<file path="src/rtl/jpeg_stream_pkg.sv">
// Shared constants and types for the JPEG byte-stream blocks.
package jpeg_stream_pkg;

    localparam int DATA_W      = 8;
    localparam int BLOCK_BYTES = 64;

    typedef enum logic {
        IDLE  = 1'b0,
        ROUTE = 1'b1
    } demux_state_t;

endpackage

</file>
<file path="src/rtl/out_stage_reg.sv">
// One-entry valid/ready output register. It can accept a new byte when it is
// empty or when its current byte is being drained in the same cycle.
module out_stage_reg #(
    parameter int DATA_W = 8
) (
    input  logic              clk,
    input  logic              rst,
    input  logic              load,
    input  logic [DATA_W-1:0] data_in,
    input  logic              ready_in,
    output logic              valid,
    output logic [DATA_W-1:0] data,
    output logic              ready
);

    logic              valid_q, valid_d;
    logic [DATA_W-1:0] data_q, data_d;

    // Next-state: a load wins over a drain; data holds unless loaded.
    always_comb begin
        valid_d = valid_q;
        data_d  = data_q;
        if (load) begin
            valid_d = 1'b1;
            data_d  = data_in;
        end else if (valid_q && ready_in) begin
            valid_d = 1'b0;
        end
    end

    // Register update with synchronous reset.
    always_ff @(posedge clk) begin
        if (rst) begin
            valid_q <= 1'b0;
            data_q  <= '0;
        end else begin
            valid_q <= valid_d;
            data_q  <= data_d;
        end
    end

    assign valid = valid_q;
    assign data  = data_q;
    assign ready = !valid_q || ready_in;

endmodule

</file>
<file path="src/rtl/byte_demux_1x2.sv">
// Burst-granular 1-to-2 byte demux. The channel is chosen by in_code on the
// first byte of each burst and held for the rest of the burst.
module byte_demux_1x2 #(
    parameter int DATA_W    = jpeg_stream_pkg::DATA_W,
    parameter int BURST_LEN = jpeg_stream_pkg::BLOCK_BYTES
) (
    input  logic              clk,
    input  logic              rst,
    input  logic              in_valid,
    input  logic [DATA_W-1:0] in_data,
    input  logic              in_code,
    output logic              in_ready,
    output logic              out0_valid,
    output logic [DATA_W-1:0] out0_data,
    input  logic              out0_ready,
    output logic              out1_valid,
    output logic [DATA_W-1:0] out1_data,
    input  logic              out1_ready,
    output logic              busy,
    output logic              burst_done
);

    import jpeg_stream_pkg::*;

    localparam int               CNT_W = $clog2(BURST_LEN + 1);
    localparam logic [CNT_W-1:0] LAST  = CNT_W'(BURST_LEN - 1);

    demux_state_t     state_q, state_d;
    logic [CNT_W-1:0] cnt_q, cnt_d;
    logic             sel_q, sel_d;
    logic             done_q, done_d;

    logic tgt;
    logic st0_ready, st1_ready;
    logic xfer;
    logic load0, load1;

    // Target: live code while idle, latched code once a burst is open.
    always_comb begin
        tgt      = (state_q == ROUTE) ? sel_q : in_code;
        in_ready = !rst && (tgt ? st1_ready : st0_ready);
        xfer     = in_valid && in_ready;
        load0    = xfer && !tgt;
        load1    = xfer && tgt;
    end

    // Burst FSM and byte counter; a one-byte burst never leaves IDLE.
    always_comb begin
        state_d = state_q;
        cnt_d   = cnt_q;
        sel_d   = sel_q;
        done_d  = 1'b0;
        if (xfer) begin
            if (state_q == IDLE) begin
                sel_d = in_code;
                if (BURST_LEN == 1) begin
                    done_d = 1'b1;
                end else begin
                    state_d = ROUTE;
                    cnt_d   = CNT_W'(1);
                end
            end else if (cnt_q == LAST) begin
                state_d = IDLE;
                cnt_d   = '0;
                done_d  = 1'b1;
            end else begin
                cnt_d = cnt_q + 1'b1;
            end
        end
    end

    // Control register update with synchronous reset.
    always_ff @(posedge clk) begin
        if (rst) begin
            state_q <= IDLE;
            cnt_q   <= '0;
            sel_q   <= 1'b0;
            done_q  <= 1'b0;
        end else begin
            state_q <= state_d;
            cnt_q   <= cnt_d;
            sel_q   <= sel_d;
            done_q  <= done_d;
        end
    end

    assign busy       = (state_q == ROUTE);
    assign burst_done = done_q;

    out_stage_reg #(.DATA_W(DATA_W)) u_out0 (
        .clk      (clk),
        .rst      (rst),
        .load     (load0),
        .data_in  (in_data),
        .ready_in (out0_ready),
        .valid    (out0_valid),
        .data     (out0_data),
        .ready    (st0_ready)
    );

    out_stage_reg #(.DATA_W(DATA_W)) u_out1 (
        .clk      (clk),
        .rst      (rst),
        .load     (load1),
        .data_in  (in_data),
        .ready_in (out1_ready),
        .valid    (out1_valid),
        .data     (out1_data),
        .ready    (st1_ready)
    );

endmodule

</file>
<file path="config.mk">
export PLATFORM = sky130hd
export DESIGN_NAME = byte_demux_1x2
export DESIGN_NICKNAME = d
export VERILOG_FILES = /design/src/rtl/jpeg_stream_pkg.sv /design/src/rtl/out_stage_reg.sv /design/src/rtl/byte_demux_1x2.sv
export SDC_FILE = /design/constraint.sdc
export NUM_CORES = 1
export LEC_CHECK = 0
export ABC_AREA = 1
export CAP_MARGIN = 30
export CORE_MARGIN = 5
export CORE_UTILIZATION = 50
export DETAILED_ROUTE_END_ITERATION = 10
export PLACE_DENSITY = 0.83
export SLEW_MARGIN = 0
export SYNTH_ARGS = -nofsm -noshare
export SYNTH_HDL_FRONTEND = slang
export SYNTH_HIERARCHICAL = 1
export SYNTH_SLANG_ARGS = --single-unit
</file>
<file path="constraint.sdc">
create_clock -name clk -period 3.8 [get_ports clk]
set_input_delay 1.14 -clock clk [delete_from_list [all_inputs] [get_ports clk]]
set_output_delay 1.14 -clock clk [all_outputs]
set_load 0.005 [all_outputs]
</file>
==> flow_summary.yaml, run 1 <==
final_layout:
  drive_above_1_share_pct: 10.65
  n_fill_cell: 201
  final_net_count: 232
  stdcell_area_um2: 1703
  multi_input_area_um2: 585.6
  syn_to_final_growth_pct: 34.49
  regArea_um2: 560.5
  post-route-util_pct: 69.37
  n_antenna_cell: 0
route:
  postRouteAntennaNets: 0
  dr_wl_met3_um: 196
  dr_wl_met2_mm: 1.543
  routed-via-count: 1260
  highest-signal-layer: "met4"
  met1_length_mm: 1.325
  drcViolationCount: 0
  vias_per_cell: 5.122
  dr.pass1.iters: 4
  routedWlPerCell_um: 12.68
  drt-total-wl_mm: 3.119
  drtIter0Drc: 41
yosys:
  ys_types: 21
  ys_warn_count: 6
  synth_ff_type: "dfxtp_1"
  synth_top_cell_by_area: "dfxtp_1"
  synth_edf_count: 0
  netlist_area_um2: 1266
  synth_common_cells: "nor2_1, nand2_1, dfxtp_1"
  netlist.area_leader.share_pct: 44.27
  syn_avg_cell_area_um2: 7.236
  yosysSeqAreaShare_pct: 44.27
  synth.most_common_cell: "nor2_1"
  syn-num-nets: 190
  async_flop_share_pct: 0
  syn_inst: 175
  yosys-top-cells-area: "dfxtp_1, nor2_1, nand2_1, o21ai_0, inv_1"
  ys_seq_elements: 28
sta:
  relSlewSlack_pct: 64.38
  fin_worst_skew_ns: 0.002819
  timing.final.crit_share_pct: 95.96
  max_slew.worst_pin.slew_ns: 0.5323
  setup_ws_ns: 0.1536
  slew_violations: 0
  clock.fmax_mhz: 274.2
  setup_viol: 0
  hold_violations: 0
  tns_ns: 0
  grt_setup_unrepaired: "no"
  period_needed_ns: 3.646
power:
  peakVddDrop_mv: 0.2601
  internal-power_uw: 423.6
  switchingPower_uw: 148.7
  cellLeakagePower_uw: 0.0007748
  power_uw: 572.3
  p_sw_share_pct: 25.98
  power.share.sequential_pct: 55.8
  power.density_nw_per_um2: 336.0
  pwr-share-comb_pct: 18.8
  pwr-share-clk_pct: 25.4
worst_hold_path:
  min_path_cells: 2
  min_path_type: "reg2reg"
grt:
  grt_pass1_vias: 1227
  overflow: 0
  antenna_found_initial: 0
  grt_use_total_pct: 19.66
  grt_max_degree: 16
  grt_pass1_wl_mm: 5.306
status:
  status: "finished clean"
cts:
  numCtsBuffers: 3
  clock_latency_ns: 0.33
  cts.sinks: 28
  post_cts_buffers: 0
  htreeDepth: 1
  cts_tree: "built"
  cts_resized: 0
  root_buffer: "clkbuf_4"
  worst_setup_hold_path_clk_slew_ns: 0.14
  clk_path_buf_depth: 2
  holdBufCountCts: 0
setup_path:
  worstPathRequired_ns: 2.66
  critPathCaptureType: "primary output"
  criticalPathCategory: "in2out"
  cp.arrival_ns: 2.51
  cp-start-kind: "primary input"
  r2r_cells: 9
  critPathMaxFanout: 2
die:
  die-width_um: 60.33
  core_um2: 2455
  die_area_um2: 3639
  design.portCount: 35
  initial_core_util_pct: 51.58
  die_h_um: 60.33
  rows: 18
placed_design:
  placed_cell_area_um2: 1667
  port_buffers: 34
  pre_cts_slack_ns: 0.1396
  gp_congestion: 0.8723
  dp_hpwl_mm: 2.367
job:
  drv_cap: 0
cells by family (layout without fill, tap and decap cells):
group | after synthesis | count (layout) | share of synthesized area, %
flip-flops | 28 | 28 | 44.27
AND/OR/NAND/NOR | 94 | 94 | 33.70
buffers and inverters | 25 | 66 | 9.487
AO/OA/AOI/OAI | 27 | 27 | 11.56
adder cells (fa/ha/maj) | 1 | 1 | 0.9880
final cells by class:
class,count,share of cell area (%)
multi-input cells,122,34.39
flip-flops and latches,28,32.92
repair buffers,37,21.31
inverters,25,7.054
well taps,30,2.204
clock buffers,4,2.131
metrics by stage:
| stage | std cells | hold WS (ns) |
|---|---|---|
| after CTS | 246 | 0.4486 |
| after global placement | 242 | 0.4437 |
| after global routing | 246 | 0.4838 |
| after floorplan | 175 | 0.4139 |
| final | 246 | 0.4478 |
| after detailed placement | 242 | 0.4297 |
power by group through the flow:
| stage | Combinational [uW] | Sequential (uW) | Clock (uW) |
|---|---|---|---|
| 6_report | 108 | 319 | 146 |
| 5_1_grt | 119 | 322 | 160 |
| 4_1_cts | 108 | 319 | 146 |
| 3_5_place_dp | 107 | 325 | 0 |
| 3_3_place_gp | 104 | 325 | 0 |
| 2_1_floorplan | 50.1 | 325 | 0 |
per-layer routing:
layer | vias to the layer above | GRT usage [%]
met3 | 4 | 4.536
met1 | 587 | 23.52
met4 | 0 | 8.544
met2 | 38 | 33.49
li1 | 631 | -
met5 | - | 0
placed cells by master (no fill, tap or decap), types with 2 or more instances in the layout:
| cell type | n |
|---|---|
| o21ai_0 | 19 |
| clkbuf_4 | 3 |
| clkdlybuf4s50_1 | 34 |
| nand2_2 | 3 |
| nor2_1 | 44 |
| nand3_1 | 4 |
| nand4_1 | 3 |
| buf_4 | 3 |
| inv_2 | 3 |
| a21oi_1 | 4 |
| nand2_1 | 32 |
| a21oi_2 | 2 |
| dfxtp_1 | 28 |
| nand3_2 | 3 |
| inv_1 | 21 |
flip-flops by register name, indices dropped and copies added (netlist names):
name and count:
busy 1, u_out0/valid 1, cnt_q 7, burst_done 1
u_out1/data 8, sel_q 1, u_out1/valid 1, u_out0/data 8
critical path, stage by stage:
cell,delay (ns)
clkdlybuf4s50_1,0.45
inv_1,0.04
nand2_1,0.07
inv_1,0.05
nand3_1,0.09
nand3_2,0.11
inv_1,0.07
clkdlybuf4s50_1,0.49
worst paths after layout:
kind / start / end / slack [ns]
worst max-delay path: out0_ready / in_ready / 0.15
worst min-delay path: cnt_q[6] / cnt_q[6] / 0.45
worst max register to register: busy / u_out1/data[0] / 1.81
worst min register to register: cnt_q[6] / cnt_q[6] / 0.45
(Power assumes the default switching activity.)
==> inputs of run 2 (changes only) <==
--- a/config.mk
+++ b/config.mk
@@ -7,10 +7,9 @@
 export LEC_CHECK = 0
 export ABC_AREA = 1
 export CAP_MARGIN = 30
-export CORE_MARGIN = 5
-export CORE_UTILIZATION = 50
+export CORE_MARGIN = 10
+export CORE_UTILIZATION = 30
 export DETAILED_ROUTE_END_ITERATION = 10
-export PLACE_DENSITY = 0.83
 export SLEW_MARGIN = 0
 export SYNTH_ARGS = -nofsm -noshare
 export SYNTH_HDL_FRONTEND = slang
==> flow_summary.yaml, run 2 (synthesis gave the netlist of run 1 again) <==
status:
  status: "finished clean"
cts:
  clk_path_buf_depth: 2
  holdBufCountCts: 0
  root_buffer: "clkbuf_8"
  cts_tree: "built"
  cts.sinks: 28
  post_cts_buffers: 0
  numCtsBuffers: 3
  clock_latency_ns: 0.28
  worst_setup_hold_path_clk_slew_ns: 0.09
  htreeDepth: 1
  cts_resized: 0
worst_hold_path:
  min_path_type: "reg2reg"
  hold_path.startpoint: "cnt_q[6]"
sta:
  grt_setup_unrepaired: "no"
  timing.final.crit_share_pct: 95.09
  hold_violations: 0
  fin_worst_skew_ns: 0.008060
  slew_violations: 0
  period_needed_ns: 3.614
  max_slew.worst_pin.slew_ns: 0.3013
  tns_ns: 0
  setup_viol: 0
  relSlewSlack_pct: 79.89
  setup_ws_ns: 0.1865
  clock.fmax_mhz: 276.7
final_layout:
  regArea_um2: 560.5
  layout_common_cells: "nor2_1, clkdlybuf4s50_1, nand2_1"
  final_common_cell: "nor2_1"
  multi_input_area_um2: 585.6
  syn_to_final_growth_pct: 40.42
  n_antenna_cell: 0
  drive_above_1_share_pct: 11.47
  n_fill_cell: 444
  final_net_count: 234
die:
  die-width_um: 84.97
  die_area_um2: 7219
  die_h_um: 84.97
  core_um2: 4029
  initial_core_util_pct: 31.43
  design.portCount: 35
  rows: 23
placed_design:
  port_buffers: 34
  dp_hpwl_mm: 2.435
  pre_cts_slack_ns: 0.1607
  gp_congestion: 0.8721
job:
  drv_cap: 0
setup_path:
  critPathCaptureType: "primary output"
  worstPathRequired_ns: 2.66
  cp.arrival_ns: 2.47
  crit_start: "out1_ready"
  r2r_start: "busy"
  criticalPathCategory: "in2out"
  cp-start-kind: "primary input"
  critPathMaxFanout: 2
route:
  postRouteAntennaNets: 0
  dr.pass1.iters: 4
  drcViolationCount: 0
  drtIter0Drc: 47
  drt-total-wl_mm: 3.129
  routedWlPerCell_um: 11.68
  routed-via-count: 1159
  vias_per_cell: 4.325
grt:
  overflow: 0
  grt_pass1_vias: 1150
  grt_max_degree: 17
  grt_use_total_pct: 8.881
  grt_pass1_wl_mm: 5.340
  antenna_found_initial: 0
power:
  power.density_nw_per_um2: 372.8
  cellLeakagePower_uw: 0.0008002
  peakVddDrop_mv: 0.1952
## run 2: report_power, final
part	switching [uW]	leakage (uW)	internal, uW	total [uW]
Combinational	51.4	0.000536	56.9	108
Clock	95.1	0.0000357	141	236
Sequential	9.56	0.000228	309	318
Total	156	0.000800	507	663
## run 2: path summary, 6_finish.rpt
| kind | slack, ns | cells past startpoint | endpoint |
|---|---|---|---|
| max reg2reg | 2.12 | 10 | u_out0/data[4] |
| min | 0.44 | 2 | cnt_q[6] |
| max | 0.19 | 8 | in_ready |
| min reg2reg | 0.44 | 2 | cnt_q[6] |
## run 2: cell type report
cell class                      instances  area share, %
Tap cell                               50          3.519
Sequential cell                        28          31.53
Clock inverter                          1          1.689
Inverter                               25          6.756
Timing Repair Buffer                   39          21.25
Multi-Input combinational cell        122          32.93
Clock buffer                            3          2.322
## run 2: routing by layer
| metal | up-vias | share of wire (%) | track usage [%] | wire length, um |
|---|---|---|---|---|
| met5 | - | 0 | 0 | 0 |
| met1 | 503 | 46 | 10.53 | 1450 |
| met3 | 2 | 10 | 4.971 | 316 |
| met2 | 22 | 43 | 13.08 | 1340 |
| met4 | 0 | 0.70 | 3.144 | 22 |
| li1 | 632 | - | - | - |
## run 2: critical path: stages
cell	delay, ns
clkdlybuf4s50_1	0.46
inv_1	0.04
nand2_1	0.06
inv_1	0.04
nand3_1	0.09
nand3_2	0.10
inv_1	0.06
clkdlybuf4s50_1	0.49
## run 2: through the flow
stage	cell area [um2]	power [uW]	utilization [%]	std cells	hold WS (ns)
2_1_floorplan	1266	375.2	-	175	0.4139
3_3_place_gp	1707	434.9	42.36	264	0.4289
3_5_place_dp	1707	434.9	42.36	264	0.4316
4_1_cts	1778	672.9	44.13	268	0.4454
5_1_grt	1778	704.0	44.13	268	0.4692
6_report	1778	662.9	44.13	268	0.4400
